File: config.mk
export PLATFORM = sky130hd
export DESIGN_NAME = useq_sequencer
export DESIGN_NICKNAME = d
export VERILOG_FILES = /design/src/rtl/useq_pkg.sv /design/src/rtl/useq_next_addr.sv /design/src/rtl/useq_sequencer.sv
export SDC_FILE = /design/constraint.sdc
export NUM_CORES = 1
export LEC_CHECK = 0
export CAP_MARGIN = 20
export CORE_MARGIN = 2
export CORE_UTILIZATION = 37
export CTS_BUF_LIST = sky130_fd_sc_hd__clkbuf_8 sky130_fd_sc_hd__clkbuf_16
export CTS_CLUSTER_SIZE = 16
export DETAILED_ROUTE_END_ITERATION = 16
export PLACE_DENSITY = 0.78
export SLEW_MARGIN = 20
export SYNTH_ARGS = -nofsm -noshare
export SYNTH_HDL_FRONTEND = slang
export SYNTH_SLANG_ARGS = --single-unit
File: constraint.sdc
create_clock -name USEQ_CLOCK_50 -period 3.9 [get_ports USEQ_CLOCK_50]
set_input_delay 0.78 -clock USEQ_CLOCK_50 [delete_from_list [all_inputs] [get_ports USEQ_CLOCK_50]]
set_output_delay 0.78 -clock USEQ_CLOCK_50 [all_outputs]
set_load 0.01 [all_outputs]
File: src/rtl/useq_pkg.sv
`default_nettype none
// ============================================================================
// Module      : useq_pkg
// Description : Shared definitions for the microsequencer: MIR field widths,
//               COND field encodings and FSM state codes.
// Revision    : 1.0 - initial release
// ============================================================================
package useq_pkg;

    // MIR field widths shared with the microinstruction register
    localparam int c_ADDR_WIDTH = 11;
    localparam int c_COND_WIDTH = 3;
    localparam int c_OPC_WIDTH  = 8;

    // COND field encodings
    localparam logic [2:0] c_COND_NEXT   = 3'b000;
    localparam logic [2:0] c_COND_N      = 3'b001;
    localparam logic [2:0] c_COND_Z      = 3'b010;
    localparam logic [2:0] c_COND_V      = 3'b011;
    localparam logic [2:0] c_COND_C      = 3'b100;
    localparam logic [2:0] c_COND_IR13   = 3'b101;
    localparam logic [2:0] c_COND_DECODE = 3'b110;
    localparam logic [2:0] c_COND_JUMP   = 3'b111;

    // Sequencer state codes (also exported on the debug port)
    localparam logic [2:0] c_ST_START   = 3'd0;
    localparam logic [2:0] c_ST_RUN     = 3'd1;
    localparam logic [2:0] c_ST_MEMWAIT = 3'd2;
    localparam logic [2:0] c_ST_HALTED  = 3'd3;

endpackage : useq_pkg
`default_nettype wire

File: src/rtl/useq_next_addr.sv
`default_nettype none
// ============================================================================
// Module      : useq_next_addr
// Description : Combinational next-microaddress selector. Chooses between
//               uPC+1, the MIR jump address (conditionally on a PSR flag or
//               IR13) and the opcode-derived DECODE address.
// Ports       : i_cond      - MIR COND field
//               i_jump_addr - MIR JUMP_ADDR field
//               i_upc       - current uPC
//               i_n/i_z/i_v/i_c - PSR flags
//               i_ir13      - IR bit 13
//               i_opcode    - IR {op, op3}
//               o_next_addr - selected next address
// Revision    : 1.0 - initial release
// ============================================================================
module useq_next_addr
    import useq_pkg::*;
#(
    parameter int ADDR_WIDTH = c_ADDR_WIDTH,
    parameter int COND_WIDTH = c_COND_WIDTH,
    parameter int OPC_WIDTH  = c_OPC_WIDTH
) (
    input  logic [COND_WIDTH-1:0] i_cond,
    input  logic [ADDR_WIDTH-1:0] i_jump_addr,
    input  logic [ADDR_WIDTH-1:0] i_upc,
    input  logic                  i_n,
    input  logic                  i_z,
    input  logic                  i_v,
    input  logic                  i_c,
    input  logic                  i_ir13,
    input  logic [OPC_WIDTH-1:0]  i_opcode,
    output logic [ADDR_WIDTH-1:0] o_next_addr
);

    logic [ADDR_WIDTH-1:0] w_upc_inc;
    logic [ADDR_WIDTH-1:0] w_decode_addr;

    // Natural modulo wrap: the last control-store word rolls over to 0
    assign w_upc_inc     = i_upc + ADDR_WIDTH'(1);
    // Each opcode owns a 4-word slot in the upper half of the control store
    assign w_decode_addr = {1'b1, i_opcode, 2'b00};

    always_comb begin
        o_next_addr = w_upc_inc;
        case (i_cond)
            c_COND_NEXT:   o_next_addr = w_upc_inc;
            c_COND_N:      o_next_addr = i_n    ? i_jump_addr : w_upc_inc;
            c_COND_Z:      o_next_addr = i_z    ? i_jump_addr : w_upc_inc;
            c_COND_V:      o_next_addr = i_v    ? i_jump_addr : w_upc_inc;
            c_COND_C:      o_next_addr = i_c    ? i_jump_addr : w_upc_inc;
            c_COND_IR13:   o_next_addr = i_ir13 ? i_jump_addr : w_upc_inc;
            c_COND_DECODE: o_next_addr = w_decode_addr;
            c_COND_JUMP:   o_next_addr = i_jump_addr;
            default:       o_next_addr = w_upc_inc;
        endcase
    end

endmodule : useq_next_addr
`default_nettype wire

File: src/rtl/useq_sequencer.sv
`default_nettype none
// ============================================================================
// Module      : useq_sequencer
// Description : Microsequencer. Owns the uPC, evaluates MIR branch fields,
//               stalls on memory microinstructions with a timeout trap, and
//               supports debug halt/resume.
// Ports       : USEQ_CLOCK_50        - clock, rising edge
//               SC_USEQ_Reset_InLow  - async active-low reset
//               USEQ_COND_IN / USEQ_JUMP_ADDR_IN / USEQ_RD_IN / USEQ_WR_IN
//                                    - MIR fields
//               USEQ_N/Z/V/C_IN      - PSR flags
//               USEQ_IR13_IN / USEQ_IR_OPCODE_IN - IR bits for branching
//               USEQ_MEM_READY_IN    - memory access complete
//               USEQ_HALT_IN         - debug halt request
//               USEQ_CS_ADDR_OUT     - registered uPC to control store
//               USEQ_MIR_LOAD_OUT    - MIR capture enable
//               USEQ_CWRITE_EN_OUT   - register-file write qualifier
//               USEQ_MEM_REQ_OUT     - memory request
//               USEQ_STALL_OUT       - uPC not advancing
//               USEQ_ERR_OUT         - sticky memory-timeout flag
//               USEQ_STATE_OUT       - debug state code
// Revision    : 1.0 - initial release
// ============================================================================
module useq_sequencer
    import useq_pkg::*;
#(
    parameter int                   ADDR_WIDTH  = c_ADDR_WIDTH,
    parameter int                   COND_WIDTH  = c_COND_WIDTH,
    parameter int                   OPC_WIDTH   = c_OPC_WIDTH,
    parameter logic [ADDR_WIDTH-1:0] RESET_ADDR = '0,
    parameter logic [ADDR_WIDTH-1:0] TRAP_ADDR  = 11'h7F0,
    parameter int                   MEM_TIMEOUT = 15
) (
    input  logic                  USEQ_CLOCK_50,
    input  logic                  SC_USEQ_Reset_InLow,
    input  logic [COND_WIDTH-1:0] USEQ_COND_IN,
    input  logic [ADDR_WIDTH-1:0] USEQ_JUMP_ADDR_IN,
    input  logic                  USEQ_RD_IN,
    input  logic                  USEQ_WR_IN,
    input  logic                  USEQ_N_IN,
    input  logic                  USEQ_Z_IN,
    input  logic                  USEQ_V_IN,
    input  logic                  USEQ_C_IN,
    input  logic                  USEQ_IR13_IN,
    input  logic [OPC_WIDTH-1:0]  USEQ_IR_OPCODE_IN,
    input  logic                  USEQ_MEM_READY_IN,
    input  logic                  USEQ_HALT_IN,
    output logic [ADDR_WIDTH-1:0] USEQ_CS_ADDR_OUT,
    output logic                  USEQ_MIR_LOAD_OUT,
    output logic                  USEQ_CWRITE_EN_OUT,
    output logic                  USEQ_MEM_REQ_OUT,
    output logic                  USEQ_STALL_OUT,
    output logic                  USEQ_ERR_OUT,
    output logic [2:0]            USEQ_STATE_OUT
);

    localparam int c_CNT_W = $clog2(MEM_TIMEOUT + 1);

    logic [2:0]            r_state;
    logic [ADDR_WIDTH-1:0] r_upc;
    logic [c_CNT_W-1:0]    r_wait_cnt;
    logic                  r_err;

    logic [2:0]            w_state_nxt;
    logic [ADDR_WIDTH-1:0] w_upc_nxt;
    logic [c_CNT_W-1:0]    w_cnt_nxt;
    logic                  w_err_nxt;
    logic [ADDR_WIDTH-1:0] w_branch_addr;
    logic                  w_mir_load;
    logic                  w_cwrite_en;
    logic                  w_mem_req;
    logic                  w_stall;

    useq_next_addr #(
        .ADDR_WIDTH (ADDR_WIDTH),
        .COND_WIDTH (COND_WIDTH),
        .OPC_WIDTH  (OPC_WIDTH)
    ) u_next_addr (
        .i_cond      (USEQ_COND_IN),
        .i_jump_addr (USEQ_JUMP_ADDR_IN),
        .i_upc       (r_upc),
        .i_n         (USEQ_N_IN),
        .i_z         (USEQ_Z_IN),
        .i_v         (USEQ_V_IN),
        .i_c         (USEQ_C_IN),
        .i_ir13      (USEQ_IR13_IN),
        .i_opcode    (USEQ_IR_OPCODE_IN),
        .o_next_addr (w_branch_addr)
    );

    always_ff @(posedge USEQ_CLOCK_50 or negedge SC_USEQ_Reset_InLow) begin
        if (!SC_USEQ_Reset_InLow) begin
            r_state    <= c_ST_START;
            r_upc      <= RESET_ADDR;
            r_wait_cnt <= '0;
            r_err      <= 1'b0;
        end else begin
            r_state    <= w_state_nxt;
            r_upc      <= w_upc_nxt;
            r_wait_cnt <= w_cnt_nxt;
            r_err      <= w_err_nxt;
        end
    end

    always_comb begin
        w_state_nxt = r_state;
        w_upc_nxt   = r_upc;
        w_cnt_nxt   = r_wait_cnt;
        w_err_nxt   = r_err;
        w_mir_load  = 1'b0;
        w_cwrite_en = 1'b0;
        w_mem_req   = 1'b0;
        w_stall     = 1'b1;

        if (!SC_USEQ_Reset_InLow) begin
            // Present START outputs while reset is held, independent of state
            w_mir_load = 1'b1;
        end else begin
            case (r_state)
                c_ST_START: begin
                    w_mir_load  = 1'b1;
                    w_state_nxt = c_ST_RUN;
                end
                c_ST_RUN: begin
                    if (USEQ_HALT_IN) begin
                        // The held microinstruction is re-evaluated on resume
                        w_state_nxt = c_ST_HALTED;
                    end else if (USEQ_RD_IN || USEQ_WR_IN) begin
                        w_mem_req   = 1'b1;
                        w_cnt_nxt   = '0;
                        w_state_nxt = c_ST_MEMWAIT;
                    end else begin
                        w_upc_nxt   = w_branch_addr;
                        w_cwrite_en = 1'b1;
                        w_mir_load  = 1'b1;
                        w_stall     = 1'b0;
                    end
                end
                c_ST_MEMWAIT: begin
                    w_mem_req = 1'b1;
                    // Ready takes precedence over the timeout on the same cycle
                    if (USEQ_MEM_READY_IN) begin
                        w_upc_nxt   = w_branch_addr;
                        w_cwrite_en = 1'b1;
                        w_mir_load  = 1'b1;
                        w_stall     = 1'b0;
                        w_cnt_nxt   = '0;
                        w_state_nxt = c_ST_RUN;
                    end else if (r_wait_cnt == c_CNT_W'(MEM_TIMEOUT)) begin
                        w_upc_nxt   = TRAP_ADDR;
                        w_err_nxt   = 1'b1;
                        w_mem_req   = 1'b0;
                        w_mir_load  = 1'b1;
                        w_stall     = 1'b0;
                        w_cnt_nxt   = '0;
                        w_state_nxt = c_ST_RUN;
                    end else begin
                        w_cnt_nxt = r_wait_cnt + c_CNT_W'(1);
                    end
                end
                c_ST_HALTED: begin
                    if (!USEQ_HALT_IN) begin
                        w_state_nxt = c_ST_RUN;
                    end
                end
                default: begin
                    w_state_nxt = c_ST_START;
                end
            endcase
        end
    end

    assign USEQ_CS_ADDR_OUT   = r_upc;
    assign USEQ_MIR_LOAD_OUT  = w_mir_load;
    assign USEQ_CWRITE_EN_OUT = w_cwrite_en;
    assign USEQ_MEM_REQ_OUT   = w_mem_req;
    assign USEQ_STALL_OUT     = w_stall;
    assign USEQ_ERR_OUT       = r_err;
    assign USEQ_STATE_OUT     = r_state;

endmodule : useq_sequencer
`default_nettype wire

==> metrics, run 1 <==
status complete, no violations; CTS resizes 0; grt ovf 0; CTS tree built; Fmax about 280 MHz; switch share 0.388; Final Util 0.536; flops & latches, synth 18; part of the Yosys area used for sequential elements 0.286; CTS root buf clkbuf_8; Worst slew margin 0.390; DR iter-0 viols around 130; Power Dens Cells around 460 nW/um2; number of flops mapped to enable cells by yosys 0; die width roughly 69 um; part of the power in registers 0.354; most frequent cells in the layout 50 x clkdlybuf4s50_1, 23 x o21ai_0, 18 x dfrtp_1, 15 x a21oi_1, 14 x nor2_1; # IOs 52; reg2reg end USEQ_CS_ADDR_OUT[7]; CP Max Fanout 5; Switch Pwr 0.000393 W; hold_buf cts 0; total wire length 4340 um; worst hold slack just under 0.5 ns; Cell Area, Synth roughly 1600 um2; Comb pwr share 0.499; Syn Inst Count 199; layout cells sized above 1 0.0526; Final period util 0.902; number of port buffers 50; Max Clock Skew just over 0.003 ns; count of cell types in the netlist 50; Clock Power Share 0.146; remaining antenna violation count 0; leading cell type in the layout, fill and taps excluded clkdlybuf4s50_1; Synth Warn # 0; per-cell routed wire length 14.6 um; ys async rst share 1.00; vias in the first global route about 1.6k; hold crit path type flip-flop to flip-flop; Detailed Routing Iterations Pass 1 4; Worst EP arrival around 2.7 ns; final hold viol count 0; Synth-to-Final Area Change 38.2%; Synth Flop Type dfrtp_1; Die ar. 4790 um2; Cell Int Power 0.000618 W; crit path to USEQ_MIR_LOAD_OUT; Via density 5.76; # DRC 0; Max Cap Viol 0; Worst-Margin Slew approximately 0.9 ns; Fin Setup TNS 0 ns; Final min period 3.52 ns; ant diodes 0; Initial Util 0.388; post-CTS setup repair buffer count 0; CP Launch Point USEQ_HALT_IN; clk buf depth 2; RSZ-0062 raised after global routing false; htree depth 1; Clk Latency, worst-skew pair ~0.25 ns; Num Clock Sinks 18; Clock transition at path regs 0.07 ns; reg-to-reg slack, setup between 1.5 and 2 ns; Placement Rows 23; initial antenna violation count 0; routed vias 1711; Synthesized Nets 239; R2R cell count 8; r2r startpoint USEQ_STATE_OUT[1]; gr usage total 0.177; maximum vdd ir drop 0.235 mV; GPL Wtd Cong 0.816; number of buffers created by CTS 3; Syn Area/Cell 7.91 um2; max-slew violation count 0; WP data required 3.12 ns; largest net degree at the start of global routing 19; nature of the critical path startpoint input pin; DP HPWL 3320 um; Layout Nets 288; # setup viols final 0; CP Class input pin to primary output; CP Capture Type primary output; first-pass GRT wire length 7240 um; Die Span Y 69.2 um; core area about 4100 um2; Leak Pwr between 0.8 and 0.9 nW
[worst min-delay path by stage]
stage                        from            end  slack, ns  cells past startpoint
floorplan           r_wait_cnt[3]  r_wait_cnt[3]       0.46                      1
global placement     USEQ_ERR_OUT   USEQ_ERR_OUT       0.46                      1
detailed placement   USEQ_ERR_OUT   USEQ_ERR_OUT       0.46                      1
CTS                  USEQ_ERR_OUT   USEQ_ERR_OUT       0.48                      1
global route         USEQ_ERR_OUT   USEQ_ERR_OUT       0.51                      1
finish               USEQ_ERR_OUT   USEQ_ERR_OUT       0.48                      1
[cells by family after synthesis]
logic type / count (synthesis) / synth area share
DFF: 18 / 0.286
adders and majority gates: 7 / 0.0556
AOI/OAI and AO/OA: 85 / 0.363
and+or+nand+nor: 66 / 0.219
buffers and inverters: 19 / 0.0533
other: 1 / 0.00238
xor gates and xnor gates: 2 / 0.0111
muxes: 1 / 0.00954
[state kept, by name, summed over array words and instances, names as in the netlist]
signal	count
USEQ_ERR_OUT	1
USEQ_STATE_OUT	2
USEQ_CS_ADDR_OUT	11
r_wait_cnt	4
[power by group through the flow]
stage / clock, W / sequential, W / combinational [W]
floorplan: 0 / 0.000364 / 0.000244
global placement: 0 / 0.000356 / 0.000501
detailed placement: 0 / 0.000361 / 0.000505
CTS: 0.000153 / 0.000357 / 0.000511
global route: 0.000162 / 0.000373 / 0.000554
finish: 0.000148 / 0.000358 / 0.000505
[Yosys cell counts (all sizes together), types with 4 or more instances]
| cell type | count | share of area |
|---|---|---|
| inv | 8 | 0.019 |
| o21ai | 23 | 0.073 |
| nor3 | 6 | 0.019 |
| ha | 7 | 0.056 |
| a21oi | 15 | 0.048 |
| dfrtp | 18 | 0.29 |
| a31oi | 5 | 0.020 |
| o21a | 4 | 0.019 |
| nor2 | 14 | 0.033 |
| nand2 | 13 | 0.031 |
| nor2b | 4 | 0.016 |
| clkbuf | 8 | 0.019 |
| a32o | 4 | 0.025 |
| a211o | 5 | 0.028 |
| nand3 | 9 | 0.029 |
| o31ai | 5 | 0.024 |
[metrics by stage]
step / setup WS (ns) / total power (W) / instances / instance area, um2
after global placement: 0.471 / 0.000857 / 293 / 2120
after CTS: 0.390 / 0.00102 / 297 / 2180
after detailed placement: 0.394 / 0.000866 / 293 / 2120
after floorplan: 1.46 / 0.000608 / 199 / 1570
final: 0.384 / 0.00101 / 297 / 2180
after global routing: 0.296 / 0.00109 / 297 / 2180
[final cells by class]
type	instances	area, um2
Sequential cell	18	450
Timing Repair Buffer	55	538
Fill cell	383	1880
Inverter	8	30.0
Multi-Input combinational cell	162	1040
Clock buffer	4	55.1
Tap cell	50	62.6
[metal layers]
layer | track usage | share of wire | vias up | wire [um]
met3 | 0.0218 | 0.055 | 2 | 237
met5 | 0 | 0 | - | 0
li1 | - | - | 853 | -
met4 | 0.0370 | 0.0032 | 0 | 14
met1 | 0.231 | 0.46 | 807 | 2000
met2 | 0.312 | 0.48 | 49 | 2080
[critical path, cell delays in order]
cell and delay [ns]:
clkdlybuf4s50_1 0.48, nor4b_1 0.52, a21o_1 0.15, a211oi_1 0.05
o21ai_0 0.18, clkdlybuf4s50_1 0.57
(Power assumes the default switching activity.)
==> run 2: changes to the inputs <==
--- a/config.mk
+++ b/config.mk
@@ -11,7 +11,8 @@
 export CTS_BUF_LIST = sky130_fd_sc_hd__clkbuf_8 sky130_fd_sc_hd__clkbuf_16
 export CTS_CLUSTER_SIZE = 16
 export DETAILED_ROUTE_END_ITERATION = 16
-export PLACE_DENSITY = 0.78
+export DONT_BUFFER_PORTS = 1
+export PLACE_DENSITY = 0.62
 export SLEW_MARGIN = 20
 export SYNTH_ARGS = -nofsm -noshare
 export SYNTH_HDL_FRONTEND = slang
==> metrics, run 2 (synthesized netlist as in run 1, its figures left out) <==
status complete, no violations (unchanged); CTS root buf clkbuf_8 (unchanged); Max Clock Skew 0.00441 ns (was 0.00307 ns); post-CTS setup repair buffer count 0 (unchanged); leading cell type in the layout, fill and taps excluded o21ai_0 (was clkdlybuf4s50_1); number of buffers created by CTS 3 (unchanged); Worst EP arrival 2.05 ns (was 2.74 ns); # setup viols final 0 (unchanged); Clk Latency, worst-skew pair 0.25 ns (about the same); Final period util 0.727 (was 0.902); Comb pwr share 0.334 (was 0.499); ant diodes 0 (unchanged); WP data required 3.12 ns (about the same); Initial Util 0.388 (unchanged); setup slack after layout 1.07 ns (was 0.384 ns); Cell Int Power 0.000470 W (was 0.000618 W); htree depth 1 (unchanged); CP Class flip-flop to primary output (was input pin to primary output); Power Dens Cells 507 nW/um2 (was 465 nW/um2); number of port buffers 0 (was 50); die width 69.2 um (unchanged); total power draw 0.000833 W (was 0.00101 W); Via density 6.23 (was 5.76); routed vias 1513 (was 1711); per-cell routed wire length 16.4 um (was 14.6 um); first-pass GRT wire length 6530 um (was 7240 um); Clock Power Share 0.187 (was 0.146); Synth-to-Final Area Change 4.53% (was 38.2%); max reg flops 11 (unchanged); layout cells sized above 1 0.0466 (was 0.0526); hold crit path type input pin to asynchronous set/reset pin (was flip-flop to flip-flop); Num Clock Sinks 18 (unchanged); Post-Place Worst Slack 1.31 ns (was 0.394 ns); Fin Setup TNS 0 ns (unchanged); grt ovf 0 (unchanged); Max Cap Viol 0 (unchanged); crit-path leading delay family compound AO/OA/AOI/OAI gates (was buffers and inverters); part of the power in registers 0.478 (was 0.354); crit-path cells inv_1, ha_1, nor4b_1, a21o_1, a211oi_1, o21ai_0 (was clkdlybuf4s50_1, nor4b_1, a21o_1, a211oi_1, o21ai_0, clkdlybuf4s50_1); maximum vdd ir drop 0.315 mV (was 0.235 mV); max-slew violation count 0 (unchanged); Detailed Routing Iterations Pass 1 4 (unchanged); total wire length 3980 um (was 4340 um); GPL Wtd Cong 0.851 (was 0.816); Die Span Y 69.2 um (unchanged); CP Capture Type primary output (unchanged); Clock transition at path regs 0.07 ns (about the same); Fmax 353 MHz (was 284 MHz); Worst-Margin Slew 0.977 ns (was 0.903 ns); core area 4060 um2 (unchanged); nature of the critical path startpoint flip-flop (was input pin); Worst slew margin 0.340 (was 0.390); Placement Rows 23 (unchanged); max incr delay on CP 0.49 ns (was 0.57 ns); largest net degree at the start of global routing 26 (was 19); remaining antenna violation count 0 (unchanged); Leak Pwr 0.664 nW (was 0.878 nW); initial antenna violation count 0 (unchanged); DR iter-0 viols 96 (was 133); CP Max Fanout 6 (was 5); worst path bufs/invs 1 (was 2); DP HPWL 3010 um (was 3320 um); hold_buf cts 0 (unchanged); vias in the first global route 1349 (was 1584); RSZ-0062 raised after global routing false (unchanged); switch share 0.436 (was 0.388); Layout Nets 234 (was 288); Switch Pwr 0.000364 W (was 0.000393 W); CTS tree built (unchanged); most frequent cells in the layout 23 x o21ai_0, 18 x dfrtp_1, 15 x a21oi_1, 14 x nor2_1, 13 x nand2_1 (was 50 x clkdlybuf4s50_1, 23 x o21ai_0, 18 x dfrtp_1, 15 x a21oi_1, 14 x nor2_1); gr usage total 0.162 (was 0.177); final hold viol count 0 (unchanged); Die ar. 4790 um2 (unchanged); # IOs 52 (unchanged); clk buf depth 2 (unchanged); CTS resizes 0 (unchanged); Crit-path slowest cell nor4b_1 (was clkdlybuf4s50_1); Final min period 2.83 ns (was 3.52 ns); # DRC 0 (unchanged)
run 2: cell type report:
class                           count  area [um2]
Fill cell                         406        2410
Multi-Input combinational cell    162        1040
Sequential cell                    18         450
Tap cell                           50        62.6
Clock buffer                        4        55.1
Inverter                            8        30.0
Timing Repair Buffer                1        7.51
run 2: path summary, 6_finish.rpt:
check	from	depth (start not counted)	to	slack [ns]
worst min-delay path	SC_USEQ_Reset_InLow	0	USEQ_CS_ADDR_OUT[7]	0.21
max in group asynchronous	SC_USEQ_Reset_InLow	0	r_wait_cnt[2]	3.61
worst max-delay path	USEQ_STATE_OUT[1]	6	USEQ_MIR_LOAD_OUT	1.07
worst min register to register	r_wait_cnt[3]	1	r_wait_cnt[3]	0.50
worst max register to register	USEQ_STATE_OUT[1]	7	USEQ_CS_ADDR_OUT[2]	1.43
min in group USEQ_CLOCK_50	r_wait_cnt[3]	1	r_wait_cnt[3]	0.50
run 2: power groups by stage:
stage                     registers [W]  logic (W)  clock network, W
after global routing           0.000416   0.000318          0.000168
final                          0.000399   0.000279          0.000156
after floorplan                0.000364   0.000244                 0
after CTS                      0.000401   0.000278          0.000159
after detailed placement       0.000405   0.000274                 0
after global placement         0.000406   0.000276                 0
run 2: routing by layer:
metal / global-route usage / vias to the layer above / share of wire
met1: 0.228 / 709 / 0.47
met2: 0.255 / 54 / 0.46
li1: - / 748 / -
met4: 0.0327 / 0 / 0.0048
met3: 0.0349 / 2 / 0.068
met5: 0 / - / 0
run 2: per-stage QoR:
stage,cells,hold WS (ns),cell area (um2),utilization
6_report,243,0.212,1650,0.405
5_1_grt,243,0.196,1650,0.405
4_1_cts,243,0.206,1650,0.405
3_5_place_dp,239,0.485,1590,0.392
3_3_place_gp,239,0.485,1590,0.392
2_1_floorplan,199,0.460,1570,-
run 2: worst reg2reg max path, delay by kind of cell, from the launching register on:
| family | cells | cell delay [ns] |
|---|---|---|
| simple gates | 3 | 1.12 |
| buf+inv | 1 | 0.12 |
| compound gates | 2 | 0.44 |
| fa+ha+maj | 1 | 0.21 |
| flops | 1 | 0.47 |
==> run 3: changes to the inputs <==
--- a/config.mk
+++ b/config.mk
@@ -12,7 +12,7 @@
 export CTS_CLUSTER_SIZE = 16
 export DETAILED_ROUTE_END_ITERATION = 16
 export DONT_BUFFER_PORTS = 1
-export PLACE_DENSITY = 0.62
+export PLACE_DENSITY = 0.64
 export SLEW_MARGIN = 20
 export SYNTH_ARGS = -nofsm -noshare
 export SYNTH_HDL_FRONTEND = slang
==> constraint.sdc (replaced) <==
create_clock -name USEQ_CLOCK_50 -period 2.5 [get_ports USEQ_CLOCK_50]
set_input_delay 0.5 -clock USEQ_CLOCK_50 [delete_from_list [all_inputs] [get_ports USEQ_CLOCK_50]]
set_output_delay 0.5 -clock USEQ_CLOCK_50 [all_outputs]
set_load 0.01 [all_outputs]
==> metrics, run 3 (synthesized netlist as in run 1, its figures left out) <==
status complete, no violations (unchanged); total wire length 4180 um (was 3980 um); WHS Path Cells 1; most frequent cells in the layout 23 x o21ai_0, 18 x dfrtp_1, 15 x a21oi_1, 14 x nor2_1, 13 x nand2_1 (unchanged); Via density 6.20 (was 6.23); WP data required 2.00 ns (was 3.12 ns); first-pass GRT wire length 6700 um (was 6530 um); Crit-path slowest cell dfrtp_1 (was nor4b_1); Leak Pwr 0.683 nW (was 0.664 nW); Worst-Margin Slew 0.921 ns (was 0.977 ns); core area 4060 um2 (unchanged); CP Class flip-flop to primary output (unchanged); CP Capture Type primary output (unchanged); FILL cells 421 (was 406); Clock transition at path regs 0.07 ns (about the same); Cell Area, Placed 1610 um2 (was 1590 um2); Die ar. 4790 um2 (unchanged); RSZ-0062 raised after global routing false (unchanged); crit-path cells inv_1, ha_1, nor4b_2, a21o_1, a211oi_1, o21ai_0 (was inv_1, ha_1, nor4b_1, a21o_1, a211oi_1, o21ai_0); grt ovf 0 (unchanged); R2R cell count 8 (was 7); # DRC 0 (unchanged); Die Span Y 69.2 um (unchanged); initial antenna violation count 0 (unchanged); worst path bufs/invs 1 (unchanged); CTS tree built (unchanged); Worst EP arrival 1.75 ns (was 2.05 ns); routed vias 1531 (was 1513); Fmax around 440 MHz; Num Clock Sinks 18 (unchanged); remaining antenna violation count 0 (unchanged); DP HPWL 3130 um (was 3010 um); # setup viols final 0 (unchanged); per-cell routed wire length 16.9 um (was 16.4 um); die width 69.2 um (unchanged); layout cells sized above 1 0.0660 (was 0.0466); max incr delay on CP 0.37 ns (was 0.49 ns); Detailed Routing Iterations Pass 1 4 (unchanged); Max Clock Skew 0.00373 ns (was 0.00441 ns); max-slew violation count 0 (unchanged); number of port buffers 0 (unchanged); max reg flops 11 (unchanged); final hold viol count 0 (unchanged); area of all placed cells without fillers 1680 um2 (was 1650 um2); WP depth 6 (unchanged); DR iter-0 viols 121 (was 96); largest net degree at the start of global routing 26 (unchanged); crit-path leading delay family compound AO/OA/AOI/OAI gates (unchanged); htree depth 1 (unchanged); Clk Latency, worst-skew pair 0.25 ns (about the same); hold crit path type input pin to flip-flop (was input pin to asynchronous set/reset pin); nature of the critical path startpoint flip-flop (unchanged); Placement Rows 23 (unchanged); ant diodes 0 (unchanged); Final period util 0.900; Synth-to-Final Area Change 7.00% (was 4.53%); number of buffers created by CTS 3 (unchanged); Power Dens Cells 792 nW/um2 (was 507 nW/um2); Worst slew margin 0.378 (was 0.340); clk buf depth 2 (unchanged); gr usage total 0.166 (was 0.162); Final min period 2.25 ns; Layout Nets 238 (was 234); post-CTS setup repair buffer count 0 (unchanged); Fin Setup TNS 0 ns (unchanged); # IOs 52 (unchanged); leading cell type in the layout, fill and taps excluded o21ai_0 (unchanged); CP Max Fanout 4 (was 6); maximum vdd ir drop 0.366 mV (was 0.315 mV); Max Cap Viol 0 (unchanged); GPL Wtd Cong 0.827 (was 0.851); vias in the first global route 1397 (was 1349); Initial Util 0.388 (unchanged); CTS root buf clkbuf_8 (unchanged)
## run 3: worst paths after layout
kind	startpoint	end	slack [ns]
min in group asynchronous	SC_USEQ_Reset_InLow	USEQ_STATE_OUT[0]	0.82
max in group asynchronous	SC_USEQ_Reset_InLow	USEQ_CS_ADDR_OUT[10]	1.14
worst max-delay path	USEQ_STATE_OUT[1]	USEQ_MIR_LOAD_OUT	0.25
worst max register to register	USEQ_STATE_OUT[1]	USEQ_CS_ADDR_OUT[6]	0.43
worst min register to register	r_wait_cnt[3]	r_wait_cnt[3]	0.51
worst min-delay path	SC_USEQ_Reset_InLow	USEQ_ERR_OUT	0.40
## run 3: cell type report
| cell class | instances | area (um2) | area share |
|---|---|---|---|
| clock buffers | 4 | 55.1 | 0.0327 |
| inverters | 8 | 30.0 | 0.0178 |
| multi-input cells | 162 | 1050 | 0.621 |
| flip-flops and latches | 18 | 450 | 0.267 |
| well taps | 50 | 62.6 | 0.0371 |
| repair buffers | 5 | 40.0 | 0.0238 |
## run 3: stage by stage
stage / hold WS, ns / instances / setup slack, ns / power [W] / util
after detailed placement: 0.205 / 242 / 0.347 / 0.00108 / 0.397
after CTS: 0.392 / 247 / 0.118 / 0.00134 / 0.414
after floorplan: 0.204 / 199 / 0.447 / 0.000948 / -
after global placement: 0.205 / 242 / 0.426 / 0.00107 / 0.397
after global routing: 0.393 / 247 / 0.0856 / 0.00144 / 0.415
final: 0.401 / 247 / 0.249 / 0.00133 / 0.415
## run 3: worst register-to-register path: stages (launching register included)
cell and delay (ns):
dfrtp_1 0.37, buf_4 0.16, ha_1 0.24, nand2b_1 0.23, o211ai_1 0.14, buf_4 0.20
a211o_1 0.25, a211oi_1 0.26, nor3_1 0.09
## run 3: power by group
group          internal [W]  leakage [nW]  switching, W
clock network      0.000140        0.0288     0.0000994
registers          0.000393         0.220      0.000209
logic              0.000221         0.435      0.000271
total              0.000754         0.683      0.000580
## run 3: layer usage
metal	up-vias	global-route usage	wire length, um	part of all wire
met5	-	0	0	0
met4	0	0.0458	17	0.0041
met3	2	0.0276	287	0.069
met2	45	0.257	1870	0.45
met1	726	0.239	2010	0.48
li1	758	-	-	-
## run 3: what timing repair did
| item | CTS | global route |
|---|---|---|
| endpoints found under the setup margin | 0 | 1 |
| hold buffers | 1 | 0 |
| gates resized for setup | 0 | 1 |
| endpoints found under the hold margin | 18 | 0 |
